==> src/rtl/avalon_burst_arbiter.sv <==
// avalon_burst_arbiter
// Two-host, burst-granular round-robin arbiter in front of one Avalon-MM agent.
// Host 0 is the video stream writer and host 1 is the display/frame reader.
// A grant covers a whole burst. A write burst ends when its last beat is
// accepted. A read burst ends when its last data beat is returned. Only one
// read burst is in flight at a time.
//
// Handshake: a command or write beat transfers on a rising clk edge where the
// host's read/write is high and its waitrequest is low. A read data beat
// transfers on any edge where readdatavalid is high; readdatavalid has no
// back-pressure.
module avalon_burst_arbiter #(
    parameter int AW = 32,
    parameter int DW = 32,
    parameter int BW = 8
) (
    input  logic            clk,
    input  logic            reset_n,

    // host 0: video stream writer
    input  logic [AW-1:0]   h0_address,
    input  logic            h0_read,
    input  logic            h0_write,
    input  logic [DW-1:0]   h0_writedata,
    input  logic [DW/8-1:0] h0_byteenable,
    input  logic [BW-1:0]   h0_burstcount,
    output logic            h0_waitrequest,
    output logic [DW-1:0]   h0_readdata,
    output logic            h0_readdatavalid,

    // host 1: display / frame reader
    input  logic [AW-1:0]   h1_address,
    input  logic            h1_read,
    input  logic            h1_write,
    input  logic [DW-1:0]   h1_writedata,
    input  logic [DW/8-1:0] h1_byteenable,
    input  logic [BW-1:0]   h1_burstcount,
    output logic            h1_waitrequest,
    output logic [DW-1:0]   h1_readdata,
    output logic            h1_readdatavalid,

    // shared agent (DRAM controller)
    output logic [AW-1:0]   a_address,
    output logic            a_read,
    output logic            a_write,
    output logic [DW-1:0]   a_writedata,
    output logic [DW/8-1:0] a_byteenable,
    output logic [BW-1:0]   a_burstcount,
    input  logic            a_waitrequest,
    input  logic [DW-1:0]   a_readdata,
    input  logic            a_readdatavalid,

    // debug
    output logic            owner,
    output logic [1:0]      o_state
);

    localparam int BEW = DW / 8;
    localparam logic [BW-1:0] ONE  = BW'(1);
    localparam logic [BW-1:0] ZERO = '0;

    typedef enum logic [1:0] {
        IDLE    = 2'd0,
        WR      = 2'd1,
        RD_CMD  = 2'd2,
        RD_DATA = 2'd3
    } state_t;

    state_t        r_state;
    logic          r_owner;
    logic [BW-1:0] r_remaining;

    // Arbitration signals, used only in IDLE.
    logic          w_req0;
    logic          w_req1;
    logic          w_any_req;
    logic          w_gnt;
    logic          w_gnt_write;
    logic [BW-1:0] w_gnt_bc;
    logic [BW-1:0] w_gnt_len;

    // Signals from the host that owns the current burst.
    logic [AW-1:0]  w_own_address;
    logic           w_own_read;
    logic           w_own_write;
    logic [DW-1:0]  w_own_writedata;
    logic [BEW-1:0] w_own_byteenable;
    logic [BW-1:0]  w_own_burstcount;

    // Beat and command events.
    logic w_in_wr;
    logic w_in_rd;
    logic w_in_cmd;
    logic w_wr_beat;
    logic w_rd_beat;
    logic w_cmd_acc;
    logic w_last;

    // Request detection and round-robin pick. On a tie, the host that did not
    // hold the last grant wins.
    always_comb begin
        w_req0    = h0_read | h0_write;
        w_req1    = h1_read | h1_write;
        w_any_req = w_req0 | w_req1;
        if (w_req0 && w_req1) begin
            w_gnt = ~r_owner;
        end else begin
            w_gnt = w_req1;
        end
        // When read and write are both high, write wins.
        w_gnt_write = w_gnt ? h1_write : h0_write;
        w_gnt_bc    = w_gnt ? h1_burstcount : h0_burstcount;
        // A burstcount of 0 is treated as a single beat.
        w_gnt_len   = (w_gnt_bc == ZERO) ? ONE : w_gnt_bc;
    end

    // Select the signals of the host that owns the current burst.
    always_comb begin
        if (r_owner) begin
            w_own_address    = h1_address;
            w_own_read       = h1_read;
            w_own_write      = h1_write;
            w_own_writedata  = h1_writedata;
            w_own_byteenable = h1_byteenable;
            w_own_burstcount = h1_burstcount;
        end else begin
            w_own_address    = h0_address;
            w_own_read       = h0_read;
            w_own_write      = h0_write;
            w_own_writedata  = h0_writedata;
            w_own_byteenable = h0_byteenable;
            w_own_burstcount = h0_burstcount;
        end
    end

    // Beat and command events that drive the FSM.
    always_comb begin
        w_in_wr   = (r_state == WR);
        w_in_cmd  = (r_state == RD_CMD);
        w_in_rd   = (r_state == RD_CMD) || (r_state == RD_DATA);
        w_wr_beat = w_in_wr && w_own_write && !a_waitrequest;
        w_cmd_acc = w_in_cmd && w_own_read && !a_waitrequest;
        // A read beat counts only while beats remain; extra beats are ignored.
        w_rd_beat = w_in_rd && a_readdatavalid && (r_remaining != ZERO);
        w_last    = (r_remaining == ONE);
    end

    // Burst FSM: grant, beat counting and return to IDLE.
    always_ff @(posedge clk or negedge reset_n) begin
        if (!reset_n) begin
            r_state     <= IDLE;
            r_owner     <= 1'b1;
            r_remaining <= ZERO;
        end else begin
            case (r_state)
                IDLE: begin
                    if (w_any_req) begin
                        r_owner     <= w_gnt;
                        r_remaining <= w_gnt_len;
                        r_state     <= w_gnt_write ? WR : RD_CMD;
                    end
                end
                WR: begin
                    if (w_wr_beat) begin
                        if (r_remaining != ZERO) begin
                            r_remaining <= r_remaining - ONE;
                        end
                        if (w_last || (r_remaining == ZERO)) begin
                            r_state <= IDLE;
                        end
                    end
                end
                RD_CMD: begin
                    // A data beat that arrives with command acceptance still
                    // counts. If it is the last beat, the burst is finished.
                    if (w_rd_beat) begin
                        r_remaining <= r_remaining - ONE;
                    end
                    if (w_rd_beat && w_last) begin
                        r_state <= IDLE;
                    end else if (w_cmd_acc) begin
                        r_state <= RD_DATA;
                    end
                end
                RD_DATA: begin
                    if (w_rd_beat) begin
                        r_remaining <= r_remaining - ONE;
                        if (w_last) begin
                            r_state <= IDLE;
                        end
                    end
                end
                default: begin
                    r_state <= IDLE;
                end
            endcase
        end
    end

    // Agent-side command path. The owner's signals pass through, and the
    // strobes are gated by the FSM state.
    always_comb begin
        a_address    = w_own_address;
        a_writedata  = w_own_writedata;
        a_byteenable = w_own_byteenable;
        a_burstcount = w_own_burstcount;
        a_write      = w_in_wr && w_own_write;
        a_read       = w_in_cmd && w_own_read;
    end

    // Host-side stall and read data routing. Only the owner sees the agent's
    // waitrequest or readdatavalid.
    always_comb begin
        h0_waitrequest   = 1'b1;
        h1_waitrequest   = 1'b1;
        h0_readdatavalid = 1'b0;
        h1_readdatavalid = 1'b0;
        h0_readdata      = a_readdata;
        h1_readdata      = a_readdata;
        if (w_in_wr || w_in_cmd) begin
            if (r_owner) begin
                h1_waitrequest = a_waitrequest;
            end else begin
                h0_waitrequest = a_waitrequest;
            end
        end
        if (w_in_rd && a_readdatavalid) begin
            if (r_owner) begin
                h1_readdatavalid = 1'b1;
            end else begin
                h0_readdatavalid = 1'b1;
            end
        end
    end

    // Debug outputs.
    always_comb begin
        owner   = r_owner;
        o_state = r_state;
    end

endmodule

==> config.mk <==
export PLATFORM = sky130hd
export DESIGN_NAME = avalon_burst_arbiter
export DESIGN_NICKNAME = d
export VERILOG_FILES = /design/src/rtl/avalon_burst_arbiter.sv
export SDC_FILE = /design/constraint.sdc
export NUM_CORES = 1
export LEC_CHECK = 0
export ABC_AREA = 1
export CAP_MARGIN = 20
export CORE_AREA = 2 2 132 134
export DETAILED_ROUTE_END_ITERATION = 16
export DIE_AREA = 0 0 134 136
export HOLD_SLACK_MARGIN = 0.02
export SYNTH_ARGS = -nofsm -noshare
export SYNTH_HDL_FRONTEND = slang
export SYNTH_SLANG_ARGS = --single-unit
==> constraint.sdc <==
create_clock -name clk -period 1.5 [get_ports clk]
set_input_delay 0.45 -clock clk [delete_from_list [all_inputs] [get_ports clk]]
set_output_delay 0.45 -clock clk [all_outputs]
set_load 0.01 [all_outputs]
==> results.sh <==
export IMPL_status="finished with violations"
export IMPL_failed_checks="negative setup slack"
export IMPL_postSynthAreaPerCell_sq_um=5.291
export IMPL_cts_tree="built"
export IMPL_final_common_cell="clkdlybuf4s50_1"
export IMPL_viasPerCell=4.041
export IMPL_whs_ps=509.7
export IMPL_coreArea_sq_um=16880
export IMPL_yosysSeqAreaShare=0.1058
export IMPL_min_path_type="input port to async pin"
export IMPL_hold_viol_final=0
export IMPL_placed_cells=921
export IMPL_synth_nets=693
export IMPL_post_route_period_util=1.362
export IMPL_grtUsageTotal=0.1686
export IMPL_slowest_delay_ps=650
export IMPL_synth_top_area_cell="nand2_1"
export IMPL_synth_cell_type_count=33
export IMPL_placed_area_sq_um=5333
export IMPL_h_tree_depth=1
export IMPL_drtIter0Drc=139
export IMPL_netlist_area_sq_um=2614
export IMPL_finalInstanceArea_sq_um=6705
export IMPL_power_leakage_nw=3.278
export IMPL_total_power_mw=12.23
export IMPL_path_cells="buf_12 -> buf_8 -> buf_16 -> buf_12 -> nand2_4 -> nand2_2 -> buf_6"
export IMPL_remaining_drc_errors=0
export IMPL_p_per_area_nw_per_um2=1825
export IMPL_crit_type="flop to primary output"
export IMPL_final_nets=945
export IMPL_ctsLongestPathBuffers=2
export IMPL_ios=341
export IMPL_die_y_um=136
export IMPL_synth_seq_cells=11
export IMPL_firstDrtPassIters=4
export IMPL_via_count=3948
export IMPL_peakVddDrop_mv=0.6979
export IMPL_timing_fmax_ghz=0.4895
export IMPL_grt_pass1_wl_mm=23.38
export IMPL_final_cell_mix="159 x clkdlybuf4s50_1, 141 x nand2_1, 92 x nand2_2"
export IMPL_synth_cells=494
export IMPL_synth_top_area_share=0.3877
export IMPL_clkTransAtPathRegs_ps=40
export IMPL_setup_viol=94
export IMPL_rsz0062_at_grt="yes"
export IMPL_required_ps=1050
export IMPL_wl_mm=16.81
export IMPL_crit_path_max_fanout=6
export IMPL_io_buffers=244
export IMPL_overflow=0
export IMPL_maxSlewViolCount=0
export IMPL_place_gp_congestion=0.7935
export IMPL_grt_pass1_vias=3899
export IMPL_cp_end_kind="primary output"
export IMPL_layout_drive_gt1_share=0.4738
export IMPL_area_delta_synth_final_pct=156.5
export IMPL_clock_skew_ps=1.061
export IMPL_critical_path_arrival_ps=1590
export IMPL_grt_max_degree=25
export IMPL_postCtsHoldBufs=0
export IMPL_cts_root_buffer_cell="clkbuf_16"
export IMPL_hpwl_mm=10.98
export IMPL_die_area_sq_um=18220
export IMPL_grt_antenna_before_repair=7
export IMPL_start_util=0.1549
export IMPL_dieWidth_um=134
export IMPL_rows=48
export IMPL_relSlewSlack=0.7769
export IMPL_crit_path_start_kind="flop"
export IMPL_dpl_worst_slack_ps=-711.2
export IMPL_cts_made_buffers=3
export IMPL_setup_slack_ps=-542.8
export IMPL_final_cells=977
export IMPL_ys_warn_count=0
export IMPL_min_period_ps=2043
export IMPL_clock_latency_ps=240
export IMPL_post_route_util=0.3973
export IMPL_tightest_slew_ps=332.1
export IMPL_cap_violations=0
export IMPL_drtAntennaViolNets=0
export IMPL_wl_per_cell_um=17.21
export IMPL_crit_top_cell="buf_12"
export IMPL_critPathSlowestCell="dfstp_4"
export IMPL_setup_tns_ps=-42870
export IMPL_cts_sinks=11
export IMPL_synth_area_leaders="nand2_1 39%, buf_4 18%, dfrtp_1 9.6%, inv_1 3.7%, nor2_1 3.4%"
## critical path: cells and delay by family (launching register included)
family | cells | cell delay, ps
buf+inv | 5 | 600
simple gates | 2 | 90
flops | 1 | 650
## layout make-up
class | instances | area, sq um
Clock buffer | 4 | 78.83
Tap cell | 225 | 281.5
Timing Repair inverter | 1 | 11.26
Multi-Input combinational cell | 371 | 2327
Fill cell | 1711 | 10170
Sequential cell | 11 | 282.8
Timing Repair Buffer | 330 | 3585
Antenna cell | 7 | 17.52
Inverter | 28 | 121.4
## report_power, final
group / switching, mW / internal, mW / total (mW)
logic: 5.27 / 5.82 / 11.1
clock network: 0.139 / 0.358 / 0.496
registers: 0.160 / 0.484 / 0.644
total: 5.57 / 6.67 / 12.2
## state kept, by name (all words and copies together), names as in the netlist
name         count
r_remaining      8
owner            1
o_state          2
## cells in the mapped netlist
library cell / instances
nor2_4: 1
nor3_1: 2
and3_1: 1
ha_1: 7
o21ai_4: 1
nand3b_1: 6
o21ai_0: 17
or2_1: 1
o21ai_2: 7
inv_2: 2
a21oi_4: 1
o21ai_1: 1
dfrtp_1: 10
xor2_1: 1
nand3_2: 1
nor2_1: 24
clkbuf_1: 12
nand2_4: 1
o211ai_1: 1
a21boi_0: 1
buf_2: 6
a31oi_1: 1
dfstp_2: 1
inv_1: 26
a21oi_1: 3
o211a_1: 1
buf_4: 64
nand3_1: 15
nand4_1: 1
nor2_2: 2
nand2_2: 3
nand2_1: 270
buf_6: 3
## per-layer routing
layer | wire length [um] | track usage | up-vias
li1 | - | - | 1963
met4 | 244 | 0.03723 | 0
met1 | 6929 | 0.2010 | 1767
met3 | 1422 | 0.05705 | 22
met2 | 8217 | 0.2932 | 196
met5 | 0 | 0 | -
## path summary, 6_finish.rpt
| kind | from | end | slack, ps | cells after the start |
|---|---|---|---|---|
| worst max-delay path | owner$_DFFE_PN1P_ | a_writedata[2] | -540 | 7 |
| worst min-delay path | reset_n | r_remaining[3]$_DFFE_PN0P_ | 510 | 2 |
| worst max register to register | owner$_DFFE_PN1P_ | r_remaining[0]$_DFFE_PN0P_ | -450 | 14 |
| worst min register to register | o_state[0]$_DFFE_PN0P_ | o_state[0]$_DFFE_PN0P_ | 530 | 2 |
| max in group asynchronous | reset_n | owner$_DFFE_PN1P_ | 760 | 2 |
| min in group clk | o_state[0]$_DFFE_PN0P_ | o_state[0]$_DFFE_PN0P_ | 530 | 2 |
## logic make-up after synthesis
| family | after synthesis | synth area share |
|---|---|---|
| fa+ha+maj | 7 | 0.03351 |
| simple gates | 328 | 0.5036 |
| xor+xnor | 1 | 0.003351 |
| compound gates | 34 | 0.08808 |
| flops | 11 | 0.1058 |
| buf+inv | 113 | 0.2657 |
## repair_timing
action / in CTS / in global routing
resized for setup: 490 / 92
endpoints found under the setup margin: 96 / 95
buffers inserted: 19 / 7
gates cloned: 18 / 7
pin swaps: 25 / 16
Note: power is estimated with default switching activity, not from simulation.
